===== src/rtl/psw_pkg.sv =====
// ---------------------------------------------------------------------------
// psw_pkg
// Shared definitions for the power-switch responder: FSM state encoding and
// the default segment count, settle delay and settle counter width.
// ---------------------------------------------------------------------------
package psw_pkg;

    // Responder states: waiting for a request mismatch, or letting one
    // switch segment settle.
    typedef enum logic [0:0] {
        IDLE   = 1'b0,
        SETTLE = 1'b1
    } psw_state_t;

    localparam int PSW_N_SEG_DEF         = 3;
    localparam int PSW_SETTLE_CYCLES_DEF = 16;
    localparam int PSW_CNT_W_DEF         = 8;

endpackage : psw_pkg


===== src/rtl/psw_settle_cnt.sv =====
// ---------------------------------------------------------------------------
// psw_settle_cnt
// Loadable down-counter that times the settle window of one switch segment.
// A load takes priority over a decrement, and the counter stops at zero.
// o_zero tells the responder that the settle window has run out.
// ---------------------------------------------------------------------------
module psw_settle_cnt
    import psw_pkg::*;
#(
    parameter int CNT_W = PSW_CNT_W_DEF
) (
    input  logic             clk,
    input  logic             rst,
    input  logic             i_load,
    input  logic             i_dec,
    input  logic [CNT_W-1:0] i_load_val,
    output logic             o_zero
);

    logic [CNT_W-1:0] r_cnt;

    // Settle counter: load on selection, count down while settling.
    // NOTE: registers are assigned with <= so that every flop samples the
    // values from before the clock edge.
    always_ff @(posedge clk) begin
        if (rst) begin
            r_cnt <= '0;
        end else if (i_load) begin
            r_cnt <= i_load_val;
        end else if (i_dec && (r_cnt != '0)) begin
            r_cnt <= r_cnt - CNT_W'(1);
        end
    end

    assign o_zero = (r_cnt == '0);

endmodule : psw_settle_cnt


===== src/rtl/psw_seq_responder.sv =====
// ---------------------------------------------------------------------------
// psw_seq_responder
// Switch-end responder of the power-switch handshake. It turns switch
// segments on or off one at a time, waits a settle delay for each, and then
// acknowledges that segment. Segments being powered up take priority over
// segments being powered down. The lowest index goes up first, and the
// highest index goes down first.
//
// Optional feature: define PSW_SETTLE_CFG_EN to add the settle_cfg port.
// The settle count is then taken from that port at each selection edge,
// instead of from the SETTLE_CYCLES parameter.
// ---------------------------------------------------------------------------
module psw_seq_responder
    import psw_pkg::*;
#(
    parameter int N_SEG         = PSW_N_SEG_DEF,
    parameter int SETTLE_CYCLES = PSW_SETTLE_CYCLES_DEF,
    parameter int CNT_W         = PSW_CNT_W_DEF
) (
    input  logic             clk,
    input  logic             rst,
`ifdef PSW_SETTLE_CFG_EN
    input  logic [CNT_W-1:0] settle_cfg,
`endif
    input  logic [N_SEG-1:0] pwr_req,
    output logic [N_SEG-1:0] pwr_ack,
    output logic [N_SEG-1:0] sw_en,
    output logic             busy
);

    localparam int SEL_W = (N_SEG > 1) ? $clog2(N_SEG) : 1;

    psw_state_t       r_state;
    logic [SEL_W-1:0] r_sel;
    logic [N_SEG-1:0] r_sw_en;
    logic [N_SEG-1:0] r_ack;

    logic [N_SEG-1:0] w_up;
    logic [N_SEG-1:0] w_dn;
    logic             w_found;
    logic [SEL_W-1:0] w_pick;
    logic [CNT_W-1:0] w_load_val;
    logic             w_load;
    logic             w_dec;
    logic             w_zero;

    // Pick the next segment to switch. Up-candidates override down-candidates.
    // NOTE: every signal gets a default first, so no path leaves it unassigned
    // and no latch is inferred.
    always_comb begin
        w_up    = pwr_req & ~r_ack;
        w_dn    = ~pwr_req & r_ack;
        w_found = 1'b0;
        w_pick  = '0;
        // Rising index: the last hit is the highest down-candidate.
        for (int i = 0; i < N_SEG; i++) begin
            if (w_dn[i]) begin
                w_found = 1'b1;
                w_pick  = SEL_W'(i);
            end
        end
        // Falling index, run second: the last hit is the lowest
        // up-candidate, and it replaces any down pick.
        for (int i = N_SEG - 1; i >= 0; i--) begin
            if (w_up[i]) begin
                w_found = 1'b1;
                w_pick  = SEL_W'(i);
            end
        end
    end

`ifdef PSW_SETTLE_CFG_EN
    // Runtime settle count: a zero setting is treated as one cycle.
    always_comb begin
        w_load_val = (settle_cfg == '0) ? '0 : (settle_cfg - CNT_W'(1));
    end
`else
    localparam logic [CNT_W-1:0] SETTLE_LOAD = CNT_W'(SETTLE_CYCLES - 1);
    assign w_load_val = SETTLE_LOAD;
`endif

    assign w_load = (r_state == IDLE) && w_found;
    assign w_dec  = (r_state == SETTLE) && !w_zero;

    psw_settle_cnt #(
        .CNT_W (CNT_W)
    ) u_settle_cnt (
        .clk        (clk),
        .rst        (rst),
        .i_load     (w_load),
        .i_dec      (w_dec),
        .i_load_val (w_load_val),
        .o_zero     (w_zero)
    );

    // Handshake FSM. One segment's enable changes on selection. Its
    // acknowledge copies that enable once the settle count runs out.
    always_ff @(posedge clk) begin
        if (rst) begin
            r_state <= IDLE;
            r_sel   <= '0;
            r_sw_en <= '0;
            r_ack   <= '0;
        end else begin
            case (r_state)
                IDLE: begin
                    if (w_found) begin
                        r_sel           <= w_pick;
                        r_sw_en[w_pick] <= pwr_req[w_pick];
                        r_state         <= SETTLE;
                    end
                end
                SETTLE: begin
                    // The ack follows the enable, not the request. A request
                    // that reverted mid-settle is reversed later from IDLE.
                    if (w_zero) begin
                        r_ack[r_sel] <= r_sw_en[r_sel];
                        r_state      <= IDLE;
                    end
                end
                default: r_state <= IDLE;
            endcase
        end
    end

    assign pwr_ack = r_ack;
    assign sw_en   = r_sw_en;
    assign busy    = (r_state == SETTLE);

endmodule : psw_seq_responder


===== config.mk =====
export PLATFORM = sky130hd
export DESIGN_NAME = psw_seq_responder
export DESIGN_NICKNAME = d
export VERILOG_FILES = /design/src/rtl/psw_pkg.sv /design/src/rtl/psw_settle_cnt.sv /design/src/rtl/psw_seq_responder.sv
export SDC_FILE = /design/constraint.sdc
export NUM_CORES = 1
export LEC_CHECK = 0
export BUFFER_PORTS_ARGS = -buffer_cell sky130_fd_sc_hd__buf_2
export CORE_MARGIN = 2
export CORE_UTILIZATION = 50
export DETAILED_ROUTE_END_ITERATION = 6
export HOLD_SLACK_MARGIN = 0.05
export PLACE_DENSITY = 0.78
export SKIP_LAST_GASP = 1
export SYNTH_ARGS = -nofsm -noshare
export SYNTH_HDL_FRONTEND = slang
export SYNTH_SLANG_ARGS = --single-unit

===== constraint.sdc =====
create_clock -name clk -period 4.1 [get_ports clk]
set_input_delay 0.82 -clock clk [delete_from_list [all_inputs] [get_ports clk]]
set_output_delay 0.82 -clock clk [all_outputs]
set_load 0.05 [all_outputs]

==> results.py <==
metrics = {
    "run_status": {
        "status": "completed",
    },
    "place": {
        "dp_hpwl_mm": 1.42,
        "dp_slack_ns": 1.73,
        "place_congestion": 0.819,
        "dp_cells": 138,
        "placed_area_mm2": 0.00100,
        "io_buffer_count": 11,
    },
    "route": {
        "avgRoutedWirePerCell_um": 12.5,
        "drc": 0,
        "finalWirelength_mm": 1.78,
        "drtAntennaViolNets": 0,
        "num_vias": 772,
        "via_per_inst": 5.44,
        "drt_iter0_markers": 22,
        "drt-pass1-iter-count": 4,
    },
    "cts": {
        "cts_resized": 0,
        "clk_pin_slew_worst_paths_ns": 0.10,
        "cts_tree": "done",
        "root_buffer": "clkbuf_4",
        "clock_path_buffers": 2,
        "clock_latency_ns": 0.29,
        "cts_setup_buffers": 0,
        "cts_made_buffers": 3,
        "hold_buffers": 0,
        "cts.htree.levels": 1,
        "numClockSinks": 17,
    },
    "power": {
        "leakage_nw": 0.428,
        "total_power_uw": 359,
        "ir_worst_vdd_uv": 277,
        "powerDensity_mw_per_mm2": 348,
    },
    "synth": {
        "yosysTopAreaCell": "dfxtp_1",
        "synth_area_leaders": "dfxtp_1, mux2i_1, ha_1, nor2_1, a211oi_1",
        "synth_top_cells_by_count": "dfxtp_1, nor2_1, mux2i_1, nand2_1, inv_1",
        "synth.distinct_cells": 35,
        "synth-seq-cells": 17,
        "syn_nets": 113,
        "netlist_instances": 104,
        "synthMostInstantiatedCell": "dfxtp_1",
        "netlist_area_um2": 930,
        "synth_ff_type": "dfxtp_1",
        "synth_seq_area_share": 0.366,
        "synthArstFlopShare": 0,
        "synth-edff-count": 0,
        "yosys_warnings": 0,
        "syn_avg_cell_area_um2": 8.94,
        "yosysTopAreaCellShare": 0.366,
    },
    "sta": {
        "fin_skew_ns": 0.00848,
        "finalSetupViolations": 0,
        "rsz0062_at_grt": "false",
        "hold_ws_ns": 0.497,
        "tns_ns": 0,
        "slew_headroom": 0.661,
        "period_minus_slack_ns": 2.06,
        "min_period_over_period": 0.503,
        "max_clock_freq_mhz": 485,
        "tightest_slew_ns": 0.502,
        "fin_ws_ns": 2.04,
        "maxSlewViolCount": 0,
        "hold_viol_final": 0,
    },
    "floorplan": {
        "row_count": 15,
        "die_width_um": 47.1,
        "initial_core_util": 0.533,
        "coreArea_mm2": 0.00175,
        "io_pins": 12,
        "die_h_um": 47.1,
        "die_area_mm2": 0.00222,
    },
    "min_path": {
        "hp-class": "flip-flop to flip-flop",
    },
    "flow_run": {
        "maxCapViolCount": 0,
    },
    "final_layout": {
        "final_cells": 142,
        "postLayoutCellArea_mm2": 0.00103,
        "fin_util": 0.591,
        "drive_gt1_frac": 0.188,
        "antennaDiodeCount": 0,
        "area_growth_pct": 10.9,
        "nets": 127,
    },
    "grt": {
        "grt-ovfl-total": 0,
        "grt_pass1_vias": 642,
        "antenna_found_initial": 0,
        "grt_usage": 0.190,
        "grt_pass1_wl_mm": 2.85,
        "grt_max_degree": 10,
    },
    "setup_path": {
        "arrival_ns": 2.28,
        "required_ns": 4.32,
        "critPathMaxFanout": 5,
        "worstSetupPathType": "input pin to flip-flop",
        "worstSetupStartpointType": "input pin",
        "endpoint_kind": "flip-flop",
    },
}
==> flip-flops by register name, indices dropped and copies added (netlist names) <==
| name | flops |
|---|---|
| busy | 1 |
| pwr_ack | 3 |
| r_sel | 2 |
| sw_en | 3 |
| u_settle_cnt.r_cnt | 8 |
==> critical path, cell delays in order <==
cell	delay (ns)
buf_2	0.11
ha_1	0.21
or4b_4	0.57
and3_1	0.20
o21ai_1	0.14
mux2i_1	0.22
==> layer usage <==
layer | GRT usage | vias to the layer above | wire length (µm)
met5 | 0 | - | 0
met4 | 0.100 | 0 | 14
met3 | 0.0231 | 2 | 46
met2 | 0.288 | 15 | 847
met1 | 0.266 | 349 | 871
li1 | - | 406 | -
==> placed cells by master, fill, tap and decap left out, types with 2 or more instances in the layout <==
master	synthesis	layout
buf_2	0	11
a31o_1	2	2
nand2_1	8	8
clkbuf_4	0	3
nor3_1	2	2
or4b_4	2	2
nand4b_1	2	2
nor2b_1	2	2
nor2_1	11	11
o21ai_0	3	3
o21ai_1	2	2
dfxtp_1	17	17
a21oi_1	5	5
nand3_1	5	5
xnor2_1	2	2
inv_1	7	7
ha_1	4	4
mux2i_1	8	8
a211oi_1	4	4
==> final timing paths <==
path | endpoint | slack, ns | startpoint | cells after the start
max | sw_en[0] | 2.04 | pwr_req[2] | 6
max reg2reg | sw_en[0] | 2.26 | pwr_ack[2] | 6
min reg2reg | sw_en[1] | 0.50 | sw_en[1] | 2
min | sw_en[1] | 0.50 | sw_en[1] | 2
==> report_power, final <==
part	internal, mW	switching, mW
Sequential	0.176	0.0124
Clock	0.0378	0.0503
Combinational	0.0318	0.0513
==> final cells by class <==
cell class / count / area, µm²
Inverter: 7 / 26.3
Sequential cell: 17 / 340
Tap cell: 25 / 31.3
Fill cell: 155 / 714
Multi-Input combinational cell: 78 / 552
Timing Repair Buffer: 11 / 55.1
Clock buffer: 4 / 26.3
==> cell families (layout without fill, tap and decap cells) <==
group	after synthesis	in the layout	synth area share
flops	17	17	0.366
simple gates	42	42	0.268
buf+inv	9	22	0.0404
compound gates	21	21	0.155
xor+xnor	2	2	0.0188
fa+ha+maj	4	4	0.0538
mux	9	9	0.0983
No activity file was read; power rests on OpenSTA's default activity.
